File: config.mk
export PLATFORM = sky130hd
export DESIGN_NAME = gcm_ctr_sequencer_flat
export DESIGN_NICKNAME = d
export VERILOG_FILES = /design/src/rtl/gcm_pkg.sv /design/src/rtl/gcm_ctr_sequencer_if.sv /design/src/rtl/gcm_credit_cnt.sv /design/src/rtl/gcm_ctr_sequencer.sv /design/src/flat_wrapper.sv
export SDC_FILE = /design/constraint.sdc
export NUM_CORES = 1
export LEC_CHECK = 0
export ABC_AREA = 1
export CAP_MARGIN = 20
export CORE_MARGIN = 3
export CORE_UTILIZATION = 25
export CTS_CLUSTER_SIZE = 14
export DETAILED_ROUTE_END_ITERATION = 10
export GPL_ROUTABILITY_DRIVEN = 0
export PLACE_DENSITY_LB_ADDON = 0.15
export SETUP_SLACK_MARGIN = 0.05
export SKIP_LAST_GASP = 1
export SLEW_MARGIN = 10
export SYNTH_ARGS = -nofsm -noshare
export SYNTH_HDL_FRONTEND = slang
export SYNTH_SLANG_ARGS = --single-unit
File: constraint.sdc
create_clock -name clk -period 3.1 [get_ports clk]
set_clock_uncertainty 0.1 [all_clocks]
set_input_delay 0.775 -clock clk [delete_from_list [all_inputs] [get_ports clk]]
set_output_delay 0.775 -clock clk [all_outputs]
set_load 0.01 [all_outputs]
File: src/rtl/gcm_pkg.sv
// gcm_pkg: shared GCM counter-sequencing types and constants
package gcm_pkg;
    localparam int GCM_BLK_W = 128;
    localparam int GCM_IV_W = 96;
    localparam logic [31:0] GCM_J0_CTR = 32'h1;
    localparam logic [31:0] GCM_FIRST_DATA_CTR = 32'h2;
    typedef enum logic [1:0] {IDLE, ISSUE_J0, ISSUE_DATA, DRAIN} gcm_state_e;
endpackage

File: src/rtl/gcm_ctr_sequencer_if.sv
// gcm_ctr_sequencer_if: job config, AES issue/retire and status signals
interface gcm_ctr_sequencer_if #(parameter int NBLK_W = 16);
    import gcm_pkg::*;
    logic cfg_valid;
    logic cfg_ready;
    logic [GCM_IV_W-1:0] cfg_iv;
    logic [NBLK_W-1:0] cfg_nblk;
    logic aes_valid;
    logic aes_ready;
    logic [GCM_BLK_W-1:0] aes_ctr_blk;
    logic aes_is_j0;
    logic aes_last;
    logic rsp_valid;
    logic busy;
    logic done;
    logic err_unexp;
    modport master (
        output cfg_valid, cfg_iv, cfg_nblk, aes_ready, rsp_valid,
        input cfg_ready, aes_valid, aes_ctr_blk, aes_is_j0, aes_last, busy, done, err_unexp
    );
    modport slave (
        input cfg_valid, cfg_iv, cfg_nblk, aes_ready, rsp_valid,
        output cfg_ready, aes_valid, aes_ctr_blk, aes_is_j0, aes_last, busy, done, err_unexp
    );
endinterface

File: src/rtl/gcm_credit_cnt.sv
// gcm_credit_cnt: saturating in-flight block counter with sticky underflow flag
module gcm_credit_cnt #(parameter int MAX_OUT = 4) (
    input  logic       clk,
    input  logic       rst,
    input  logic       i_inc,
    input  logic       i_dec,
    input  logic       i_clr_err,
    output logic [3:0] o_count,
    output logic       o_err_unexp
);
    logic [3:0] r_count;
    logic r_err;
    logic w_dec_ok;
    logic w_inc_ok;
    assign w_dec_ok = i_dec && r_count != 4'd0;
    assign w_inc_ok = i_inc && (r_count != 4'(MAX_OUT) || w_dec_ok);
    assign o_count = r_count;
    assign o_err_unexp = r_err;
    // A stray retire in the same cycle as a clear still reports the error
    always_ff @(posedge clk) begin
        if (rst) begin
            r_count <= 4'd0;
            r_err <= 1'b0;
        end else begin
            r_count <= r_count + 4'(w_inc_ok) - 4'(w_dec_ok);
            if (i_dec && r_count == 4'd0) r_err <= 1'b1;
            else if (i_clr_err) r_err <= 1'b0;
        end
    end
endmodule

File: src/rtl/gcm_ctr_sequencer.sv
// gcm_ctr_sequencer: issues J0 then inc32 data counter blocks to the AES core,
// throttled by the number of blocks in flight
module gcm_ctr_sequencer import gcm_pkg::*; #(
    parameter int NBLK_W = 16,
    parameter int MAX_OUT = 4
) (
    input logic clk,
    input logic rst,
    gcm_ctr_sequencer_if.slave bus
);
    gcm_state_e r_state, w_next;
    logic [GCM_IV_W-1:0] r_iv;
    logic [31:0] r_ctr;
    logic [NBLK_W-1:0] r_rem;
    logic [3:0] w_out;
    logic w_issue, w_hs, w_done, w_accept;
    gcm_credit_cnt #(.MAX_OUT(MAX_OUT)) u_credit (
        .clk(clk),
        .rst(rst),
        .i_inc(w_hs),
        .i_dec(bus.rsp_valid),
        .i_clr_err(w_accept),
        .o_count(w_out),
        .o_err_unexp(bus.err_unexp)
    );
    always_comb begin
        w_issue = (r_state == ISSUE_J0 || r_state == ISSUE_DATA) && w_out < 4'(MAX_OUT);
        w_hs = w_issue && bus.aes_ready;
        w_done = r_state == DRAIN && w_out == 4'd0;
        w_accept = bus.cfg_valid && (r_state == IDLE || w_done);
        w_next = r_state;
        case (r_state)
            IDLE: w_next = w_accept ? ISSUE_J0 : IDLE;
            ISSUE_J0: if (w_hs) w_next = r_rem == '0 ? DRAIN : ISSUE_DATA;
            ISSUE_DATA: if (w_hs && r_rem == NBLK_W'(1)) w_next = DRAIN;
            DRAIN: if (w_done) w_next = w_accept ? ISSUE_J0 : IDLE;
            default: w_next = IDLE;
        endcase
    end
    assign bus.cfg_ready = r_state == IDLE || w_done;
    assign bus.aes_valid = w_issue;
    assign bus.aes_ctr_blk = w_issue ? {r_iv, r_ctr} : '0;
    assign bus.aes_is_j0 = r_state == ISSUE_J0;
    assign bus.aes_last = (r_state == ISSUE_J0 && r_rem == '0) || (r_state == ISSUE_DATA && r_rem == NBLK_W'(1));
    assign bus.busy = r_state != IDLE;
    assign bus.done = w_done;
    // r_ctr only wraps in its own 32 bits; the IV register is never touched after accept
    always_ff @(posedge clk) begin
        if (rst) begin
            r_state <= IDLE;
            r_iv <= '0;
            r_ctr <= '0;
            r_rem <= '0;
        end else begin
            r_state <= w_next;
            if (w_accept) begin
                r_iv <= bus.cfg_iv;
                r_ctr <= GCM_J0_CTR;
                r_rem <= bus.cfg_nblk;
            end else if (w_hs) begin
                r_ctr <= r_state == ISSUE_J0 ? GCM_FIRST_DATA_CTR : r_ctr + 32'd1;
                if (r_state == ISSUE_DATA) r_rem <= r_rem - NBLK_W'(1);
            end
        end
    end
endmodule

File: src/flat_wrapper.sv
// flat-port wrapper written by rule: the top's interface ports become plain ports
module gcm_ctr_sequencer_flat import gcm_pkg::*;
#(
    parameter int NBLK_W = 16,
    parameter int MAX_OUT = 4
)
  (clk, rst, bus_cfg_valid, bus_cfg_iv, bus_cfg_nblk, bus_aes_ready, bus_rsp_valid, bus_cfg_ready, bus_aes_valid, bus_aes_ctr_blk, bus_aes_is_j0, bus_aes_last, bus_busy, bus_done, bus_err_unexp);
  gcm_ctr_sequencer_if #(.NBLK_W(NBLK_W)) bus_i ();
  input logic clk;
  input logic rst;
  input wire logic [$bits(bus_i.cfg_valid)-1:0] bus_cfg_valid;
  input wire logic [$bits(bus_i.cfg_iv)-1:0] bus_cfg_iv;
  input wire logic [$bits(bus_i.cfg_nblk)-1:0] bus_cfg_nblk;
  input wire logic [$bits(bus_i.aes_ready)-1:0] bus_aes_ready;
  input wire logic [$bits(bus_i.rsp_valid)-1:0] bus_rsp_valid;
  output wire logic [$bits(bus_i.cfg_ready)-1:0] bus_cfg_ready;
  output wire logic [$bits(bus_i.aes_valid)-1:0] bus_aes_valid;
  output wire logic [$bits(bus_i.aes_ctr_blk)-1:0] bus_aes_ctr_blk;
  output wire logic [$bits(bus_i.aes_is_j0)-1:0] bus_aes_is_j0;
  output wire logic [$bits(bus_i.aes_last)-1:0] bus_aes_last;
  output wire logic [$bits(bus_i.busy)-1:0] bus_busy;
  output wire logic [$bits(bus_i.done)-1:0] bus_done;
  output wire logic [$bits(bus_i.err_unexp)-1:0] bus_err_unexp;
  assign bus_i.cfg_valid = bus_cfg_valid;
  assign bus_i.cfg_iv = bus_cfg_iv;
  assign bus_i.cfg_nblk = bus_cfg_nblk;
  assign bus_i.aes_ready = bus_aes_ready;
  assign bus_i.rsp_valid = bus_rsp_valid;
  assign bus_cfg_ready = bus_i.cfg_ready;
  assign bus_aes_valid = bus_i.aes_valid;
  assign bus_aes_ctr_blk = bus_i.aes_ctr_blk;
  assign bus_aes_is_j0 = bus_i.aes_is_j0;
  assign bus_aes_last = bus_i.aes_last;
  assign bus_busy = bus_i.busy;
  assign bus_done = bus_i.done;
  assign bus_err_unexp = bus_i.err_unexp;
  gcm_ctr_sequencer #(.NBLK_W(NBLK_W), .MAX_OUT(MAX_OUT)) u_core (.clk(clk), .rst(rst), .bus(bus_i));
endmodule
# Word level (Yosys, flattened, before mapping)
# Index checks and enable logic that the tools add are counted.
totals:
  reg_bits: 151
  output_inout_bits: 135
  input_bits: 117
  word_cells: 60
classes:
  add_sub_neg: 4
  n_reduce_logical: 25
  order_cmp: 1
  n_mux: 15
  eq_ne: 8
ops:
  columns: ["cell", "n"]
  rows:
  - ["$mux W128", 1]
  - ["$mux W16", 3]
  - ["$add A32 B1 Y32 const B", 1]
  - ["$mux W32", 1]
  - ["$eq A16 B1 Y1 const B", 1]
  - ["$logic_not A16 Y1", 1]
  - ["$sub A16 B1 Y16 const B", 1]
  - ["$logic_and A1 B1 Y1", 10]
  - ["$pmux W2 S4", 1]
  - ["$reduce_bool A2 Y1", 4]
  - ["$mux W1", 6]
  - ["$mux W2", 3]
  - ["$add A4 B1 Y4", 1]
  - ["$eq A2 B2 Y1 const B", 2]
  - ["$logic_not A4 Y1", 1]
  - ["$logic_or A1 B1 Y1", 4]
  - ["$lt A4 B3 Y1 const B", 1]
  - ["$ne A2 B1 Y1 const B", 2]
  - ["$ne A4 B3 Y1 const B", 1]
  - ["$reduce_bool A4 Y1", 1]
  - ["$sub A4 B1 Y4", 1]
  - ["$reduce_and A3 Y1", 1]
  - ["$eq A2 B1 Y1 const B", 1]
  - ["$logic_not A2 Y1", 1]
  - ["3 further kinds", 3]

# Logic depth before layout (Yosys ltp)
# Gate-level depths: netlist of the first run.
logic_depth:
  ltp_word: 7
  depth_mapped: 13
  depth_no_buf: 13

# Modules after synthesis
# A second synthesis of the first run with hierarchy kept.
hier_totals:
  hier_cells: 1124
  area_unflattened_um2: 7593.5
modules_own_cells:
  columns: ["mod", "area_each_um2", "n_inst", "cells_per_inst", "seq_area_each_um2"]
  rows:
  - ["gcm_ctr_sequencer", 7288.2, 1, 1086, 2922.8]
  - ["gcm_credit_cnt", 305.3, 1, 38, 100.1]

# Worst setup path after synthesis of the first run
# OpenSTA, ideal clock, no wires.
synth_timing:
  kind: "flip-flop to output port"
  from: "register u_core.r_state[0]"
  to: "output bus_aes_ctr_blk[100]"
  t_arrival_ns: 1.588
  slack_ns: 0.637
  path_buffers: 3
  required_ns: 2.225
  path_stages_with_launch: 8
  cell_sequence: "dfxtp_1 inv_1 ha_1 nand2_2 clkbuf_1 buf_2 buf_2 nor2_1"
synth_via:
  elab_chain_len: 4
  word_cells_on_any_way: 5
  cone_classes: "2 x eq/ne; 1 x mux; 2 x reduce/logical"
synth_lines:
  columns: ["element", "line_no", "text"]
  rows:
  - ["start: declaration", "gcm_ctr_sequencer.sv:11", "gcm_state_e r_state, w_next;"]
  - ["start signal: assignment", "gcm_ctr_sequencer.sv:55", "r_state <= w_next;"]
  - ["$eq A2 B1 Y1 or $eq A2 B2 Y1 (tied branches)", "gcm_ctr_sequencer.sv:27", "w_issue = (r_state == ISSUE_J0 || r_state == ISSUE_DATA) && w_out < 4'(MAX_OUT);"]
  - ["$logic_or A1 B1 Y1 (*)", "gcm_ctr_sequencer.sv:27", null]
  - ["$logic_and A1 B1 Y1 (*)", "gcm_ctr_sequencer.sv:27", null]
  - ["$mux W128 (*)", "gcm_ctr_sequencer.sv:42", "assign bus.aes_ctr_blk = w_issue ? {r_iv, r_ctr} : '0;"]
  - ["end: declaration", "flat_wrapper.sv:18", "output wire logic [$bits(bus_i.aes_ctr_blk)-1:0] bus_aes_ctr_blk;"]
# Every way passes the cells marked *; elsewhere a longest branch is shown, timed or not.

# Worst setup path in the final report of the first run
layout_timing:
  from: "register u_core.r_state[0]"
  to: "output bus_aes_ctr_blk[3]"
# The elaborated chain is that of the path after synthesis.

==> results of run 1 <==
kinds of logic (layout without fill, tap and decap cells):
group	after synthesis	count (layout)
AND/OR/NAND/NOR	446	446
flip-flops	151	151
adder cells (fa/ha/maj)	14	14
buffers and inverters	246	491
AO/OA/AOI/OAI	238	238
XOR/XNOR	6	6
layout by cell type (no fill, tap or decap), types with 2 or more instances in the layout:
| master | count |
|---|---|
| nor2_1 | 213 |
| inv_1 | 185 |
| dfxtp_1 | 149 |
| clkdlybuf4s50_1 | 143 |
| nand2_1 | 134 |
| a21oi_1 | 122 |
| o21ai_0 | 107 |
| dlygate4sd2_1 | 65 |
| nand3_1 | 53 |
| dlymetal6s2s_1 | 43 |
| clkbuf_16 | 17 |
| nor3_1 | 15 |
| ha_1 | 12 |
| nand4_1 | 11 |
| buf_4 | 10 |
| buf_12 | 7 |
| inv_2 | 5 |
| xor2_1 | 5 |
| inv_8 | 5 |
| o21ai_1 | 4 |
| nor4_1 | 3 |
| nand2_2 | 3 |
| nor2_2 | 3 |
| inv_6 | 3 |
| clkinv_8 | 3 |
| nor2_4 | 2 |
| nor3b_1 | 2 |
| clkinv_4 | 2 |
| dfxtp_2 | 2 |
sequential cells by signal, indices dropped and copies added (netlist names):
signal / flops
u_core.r_rem: 16
u_core.r_state: 2
u_core.r_ctr: 32
u_core.r_iv: 96
u_core.u_credit.o_count: 4
u_core.u_credit.o_err_unexp: 1
synth_stat cells, types with 4 or more instances:
master      n
inv_1     185
o21ai_0   108
a21oi_1   122
ha_1       13
buf_2      12
nor3_1     15
buf_6       4
nand4_1    11
dfxtp_1   151
nand2_1   134
nand2_2     5
nor2_1    213
xor2_1      5
nand3_1    53
clkbuf_1   36
inv_2       4
cell type report:
type | instances | area [um^2]
clock buffer | 17 | 425.4
clock inverter | 15 | 161.4
fill | 3067 | 17420
inverter | 191 | 716.9
multi-input combinational | 704 | 3339
sequential | 151 | 3025
tap | 378 | 473.0
timing repair buffer | 268 | 2754
how the worst max path moves through the flow:
stage                                 endpoint  slack, ns  depth (start not counted)
after global routing              bus_aes_last      -0.02                          6
after detailed placement   bus_aes_ctr_blk[41]       0.25                          7
after global placement     bus_aes_ctr_blk[41]       0.28                          7
after CTS                  bus_aes_ctr_blk[65]       0.05                          6
after floorplan           bus_aes_ctr_blk[100]       0.64                          7
final                       bus_aes_ctr_blk[3]       0.14                          6
layer usage:
layer / part of all wire (%) / track usage [%] / wire (um) / vias up
met2: 47 / 25.35 / 11270 / 179
met4: 1.3 / 4.157 / 314 / 2
met1: 44 / 18.69 / 10680 / 3215
met3: 7.5 / 5.749 / 1799 / 19
li1: - / - / - / 3918
met5: 0.054 / 0 / 13 / -
critical path: stages, from the launching register on:
cell	delay, ns
dfxtp_2	0.35
inv_1	0.09
ha_4	0.30
nand2_4	0.07
buf_12	0.18
nor2_1	0.12
clkdlybuf4s50_1	0.56
power by group:
| group | internal, mW | switching [mW] | total (mW) | leakage (nW) |
|---|---|---|---|---|
| combinational | 1.11 | 1.74 | 2.85 | 3.81 |
| sequential | 2.30 | 0.134 | 2.44 | 1.24 |
| clock | 1.08 | 0.998 | 2.08 | 0.286 |
| total | 4.50 | 2.87 | 7.37 | 5.34 |
per-stage QoR:
stage | power, mW | hold slack [ns] | setup TNS [ns]
final | 7.367 | 0.3537 | 0
after floorplan | 4.229 | 0.3300 | 0
after global routing | 7.947 | 0.3738 | -0.02470
after CTS | 7.536 | 0.3566 | 0
after detailed placement | 5.470 | 0.3453 | 0
after global placement | 5.440 | 0.3401 | 0
what timing repair did:
item	4_1_cts	5_1_grt
endpoints found under the setup margin	129	44
resized for setup	68	44
hold buffers	0	0
==> reports/qor.csv, run 1 <==
metric;value;unit
io_buffers;251;
wl_per_cell;13.97;um
synthAdderAreaFrac;2.500;%
synth_compound_area_share;16.59;%
grt_max_degree;109;
track_usage;15.31;%
first_pass_iters;5;
synth_top_family_by_area;simple AND/OR/NAND/NOR gates;
syn_nets;1232;
vdd.ir_drop.worst;363.2;uV
end_kind;output port;
seq_area_frac_synth;41.37;%
p_leak;5.343;nW
maxSlewViolCount;0;
num_vias;7333;
drt_iter0_markers;326;
crit_type;flop to output port;
synth_edf_count;0;
hp-class;flop to flop;
cts_tree;yes;
report.final.hold_viol_count;0;
critPathLaunch;u_core.r_state[0];
yosysWarnings;0;
rr_worst_depth;13;
clk_latency;0.43;ns
placed_area;0.01027;mm^2
drv_cap;0;
grt_pass1_vias;7206;
viasPerCell;4.253;
grt_setup_unrepaired;true;
post-route-util;38.48;%
clockBufferDepth;2;
syn_area;0.007307;mm^2
cts_made_buffers;17;
antenna_cells;0;
drive_gt1_share;5.201;%
grt_pass1_wl;38130;um
route.detailed.drc;0;
syn2layout_area_growth;49.11;%
die_x;177.0;um
yosys.area_share.simple;25.46;%
yosys-top-cells-area;dfxtp_1 (41%), nor2_1 (11%), inv_1 (9.5%);
whs_endpoint;u_core.r_iv[78];
instances_no_fill;1724;
yosysUniqueCellTypes;36;
synth_top_cell_area_share;41.37;%
drtAntennaViolNets;0;
synth_top_area_cell;dfxtp_1;
start_util;25.81;%
crit_arrival;2.09;ns
post-place-cells;1692;
htree_levels;4;
status;completed;
min_from;u_core.r_iv[78];
core;0.02832;mm^2
dp.final_hpwl;17740;um
clk_transition_reported_paths;0.07;ns
drt-total-wl;24080;um
relSlewSlack;68.90;%
final_cell_area;0.01090;mm^2
cts_sinks;151;
ys.flop_type;dfxtp_1;
critPathMaxFanout;38;
syn_inst;1101;
r2r-start;u_core.r_state[0];
rows;61;
final-setup-viol-count;0;
fmax;0.3377;GHz
die_h;177.0;um
clock_tree.root_cell;clkbuf_16;
muxShareOfSynthArea;0;%
r2r_slack;0.67;ns
post_cts_buffers;0;
antenna_found_initial;1;
nets;1464;
io_pins;252;
syn_avg_cell_area;6.637;um^2
min_path_cells;2;
overflow;0;
crit_required;2.22;ns
timing.rr.end;u_core.u_credit.o_count[2];
pwr_density_cell;676.1;mW/mm^2
synth-seq-cells;151;
synthArstFlopShare;0;%
pre_cts_ws;0.2472;ns
start_kind;flop;
dieArea;0.03131;mm^2
worst_slew_pin_slew;0.4648;ns
period_needed;2.961;ns
fin_ws;0.1391;ns
synth_xor_area_share;0.7192;%
period_share;95.51;%
No activity file was read; power rests on OpenSTA's default activity.
==> run 2: changes to the inputs <==
--- a/config.mk
+++ b/config.mk
@@ -9,12 +9,12 @@
 export CAP_MARGIN = 20
 export CORE_MARGIN = 3
 export CORE_UTILIZATION = 25
+export CTS_BUF_LIST = sky130_fd_sc_hd__clkbuf_8
 export CTS_CLUSTER_SIZE = 14
 export DETAILED_ROUTE_END_ITERATION = 10
 export GPL_ROUTABILITY_DRIVEN = 0
 export PLACE_DENSITY_LB_ADDON = 0.15
 export SETUP_SLACK_MARGIN = 0.05
-export SKIP_LAST_GASP = 1
 export SLEW_MARGIN = 10
 export SYNTH_ARGS = -nofsm -noshare
 export SYNTH_HDL_FRONTEND = slang
==> run 2 against run 1 <==
Net effect: cell area down 2.3%; critical path depth rose by 1; worst setup slack improved by 0.033 ns; global-route usage fell by 0.13 points; wire length decreased by 0.20%; clock-buffer cell count is the same; largest cell class unchanged; largest power group unchanged; highest routed layer unchanged.
==> reports/qor.csv, run 2 (synthesis results as in run 1) <==
metric;value;unit
clk_transition_reported_paths;0.11;ns
crit_arrival;2.05;ns
viasPerCell;4.242;
fmax;0.3415;GHz
period_needed;2.928;ns
antenna_found_initial;2;
p_leak;5.236;nW
crit_required;2.22;ns
crit_type;flop to output port;
final_cell_area;0.01065;mm^2
clock_tree.root_cell;clkbuf_8;
slowest_delay;0.36;ns
core;0.02832;mm^2
rr_worst_depth;13;
post_cts_buffers;0;
clockBufferDepth;2;
status;completed;
syn2layout_area_growth;45.72;%
timing.rr.end;u_core.u_credit.o_count[2];
drtAntennaViolNets;0;
report.final.hold_viol_count;0;
cts_tree;yes;
drive_gt1_share;5.201;%
r2r-start;u_core.r_state[0];
layout_commonest_cell;nor2_1;
top_register;u_core.r_iv;
final-setup-viol-count;0;
mostFrequentLayoutCells;nor2_1 (213), inv_1 (185), dfxtp_1 (149);
drt-total-wl;24030;um
pre_cts_ws;0.2472;ns
grt_pass1_wl;37920;um
maxSlewViolCount;0;
min_path_cells;2;
fin_ws;0.1720;ns
fillers;3093;
pwr_density_cell;638.2;mW/mm^2
critPathMaxFanout;34;
io_pins;252;
drv_cap;0;
cts_sinks;151;
rows;61;
nets;1464;
clk_latency;0.44;ns
drt_iter0_markers;306;
hp-class;flop to flop;
end_kind;output port;
reg_top3;u_core.r_iv (96), u_core.r_ctr (32), u_core.r_rem (16);
period_share;94.45;%
largest_reg_flops;96;
cp.depth;7;
dieArea;0.03131;mm^2
min_from;u_core.r_iv[78];
path_cells;inv_1, ha_4, nand2_4, buf_12, buf_12, nor2_1, dlygate4sd2_1;
overflow;0;
start_util;25.81;%
vdd.ir_drop.worst;364.0;uV
die_x;177.0;um
slowest_stage;dfxtp_2;
grt_setup_unrepaired;false;
track_usage;15.19;%
path_delay_family;buffers and inverters;
post-route-util;37.60;%
whs_endpoint;u_core.r_iv[78];
htree_levels;4;
dp.final_hpwl;17740;um
start_kind;flop;
worst-path-buf-inv;4;
r2r_slack;0.65;ns
grt_max_degree;109;
crit_top_cell;buf_12;
finalSetupTns;0;ns
worst_slew_pin_slew;0.5115;ns
placed_area;0.01027;mm^2
route.detailed.drc;0;
die_h;177.0;um
relSlewSlack;65.90;%
io_buffers;251;
num_vias;7317;
wl_per_cell;13.93;um
first_pass_iters;5;
grt_pass1_vias;7167;
cts_made_buffers;17;
-- run 2: power by group --
part | internal, mW | switching (mW)
Clock | 0.610 | 0.922
Combinational | 1.09 | 1.74
Sequential | 2.30 | 0.133
Total | 4.00 | 2.80
-- run 2: per-layer routing --
| metal | wire length [um] | up-vias | GRT usage [%] |
|---|---|---|---|
| li1 | - | 3914 | - |
| met1 | 10740 | 3212 | 18.66 |
| met2 | 11190 | 176 | 25.13 |
| met3 | 1827 | 13 | 5.963 |
| met4 | 261 | 2 | 3.437 |
| met5 | 13 | - | 0 |
-- run 2: stage by stage --
stage / instances / hold WS, ns / total power [mW]
after global routing: 1725 / 0.3787 / 7.373
after global placement: 1692 / 0.3401 / 5.440
after CTS: 1724 / 0.3611 / 6.950
after floorplan: 1101 / 0.3300 / 4.229
after detailed placement: 1692 / 0.3453 / 5.470
final: 1725 / 0.3589 / 6.796
-- run 2: final cells by class --
class / instances / area [um^2] / share of cell area [%]
multi-input combinational: 704 / 3339 / 31.36
clock inverter: 15 / 161.4 / 1.516
inverter: 191 / 716.9 / 6.733
tap: 378 / 473.0 / 4.442
timing repair buffer: 268 / 2695 / 25.31
sequential: 151 / 3025 / 28.41
antenna: 1 / 2.502 / 0.02350
clock buffer: 17 / 234.0 / 2.197
-- run 2: worst reg2reg max path, delay by kind of cell (launching register included) --
| family | cells | cell delay [ns] |
|---|---|---|
| DFF | 1 | 0.36 |
| adders and majority gates | 3 | 0.80 |
| buffers and inverters | 4 | 0.44 |
| xor gates and xnor gates | 1 | 0.14 |
| and+or+nand+nor | 5 | 0.49 |
-- run 2: how the worst max path moves through the flow --
stage | start | to
after floorplan | u_core.r_state[0] | bus_aes_ctr_blk[100]
after global placement | u_core.r_state[1] | bus_aes_ctr_blk[41]
after detailed placement | u_core.r_state[1] | bus_aes_ctr_blk[41]
after CTS | u_core.r_state[0] | bus_aes_ctr_blk[101]
after global routing | u_core.r_state[1] | bus_aes_ctr_blk[57]
final | u_core.r_state[0] | bus_aes_ctr_blk[41]
-- run 2: timing repair --
item / 4_1_cts / 5_1_grt
hold buffers: 0 / 0
resized for setup: 99 / 36
pin swaps: 0 / 0
setup endpoints to repair: 130 / 36
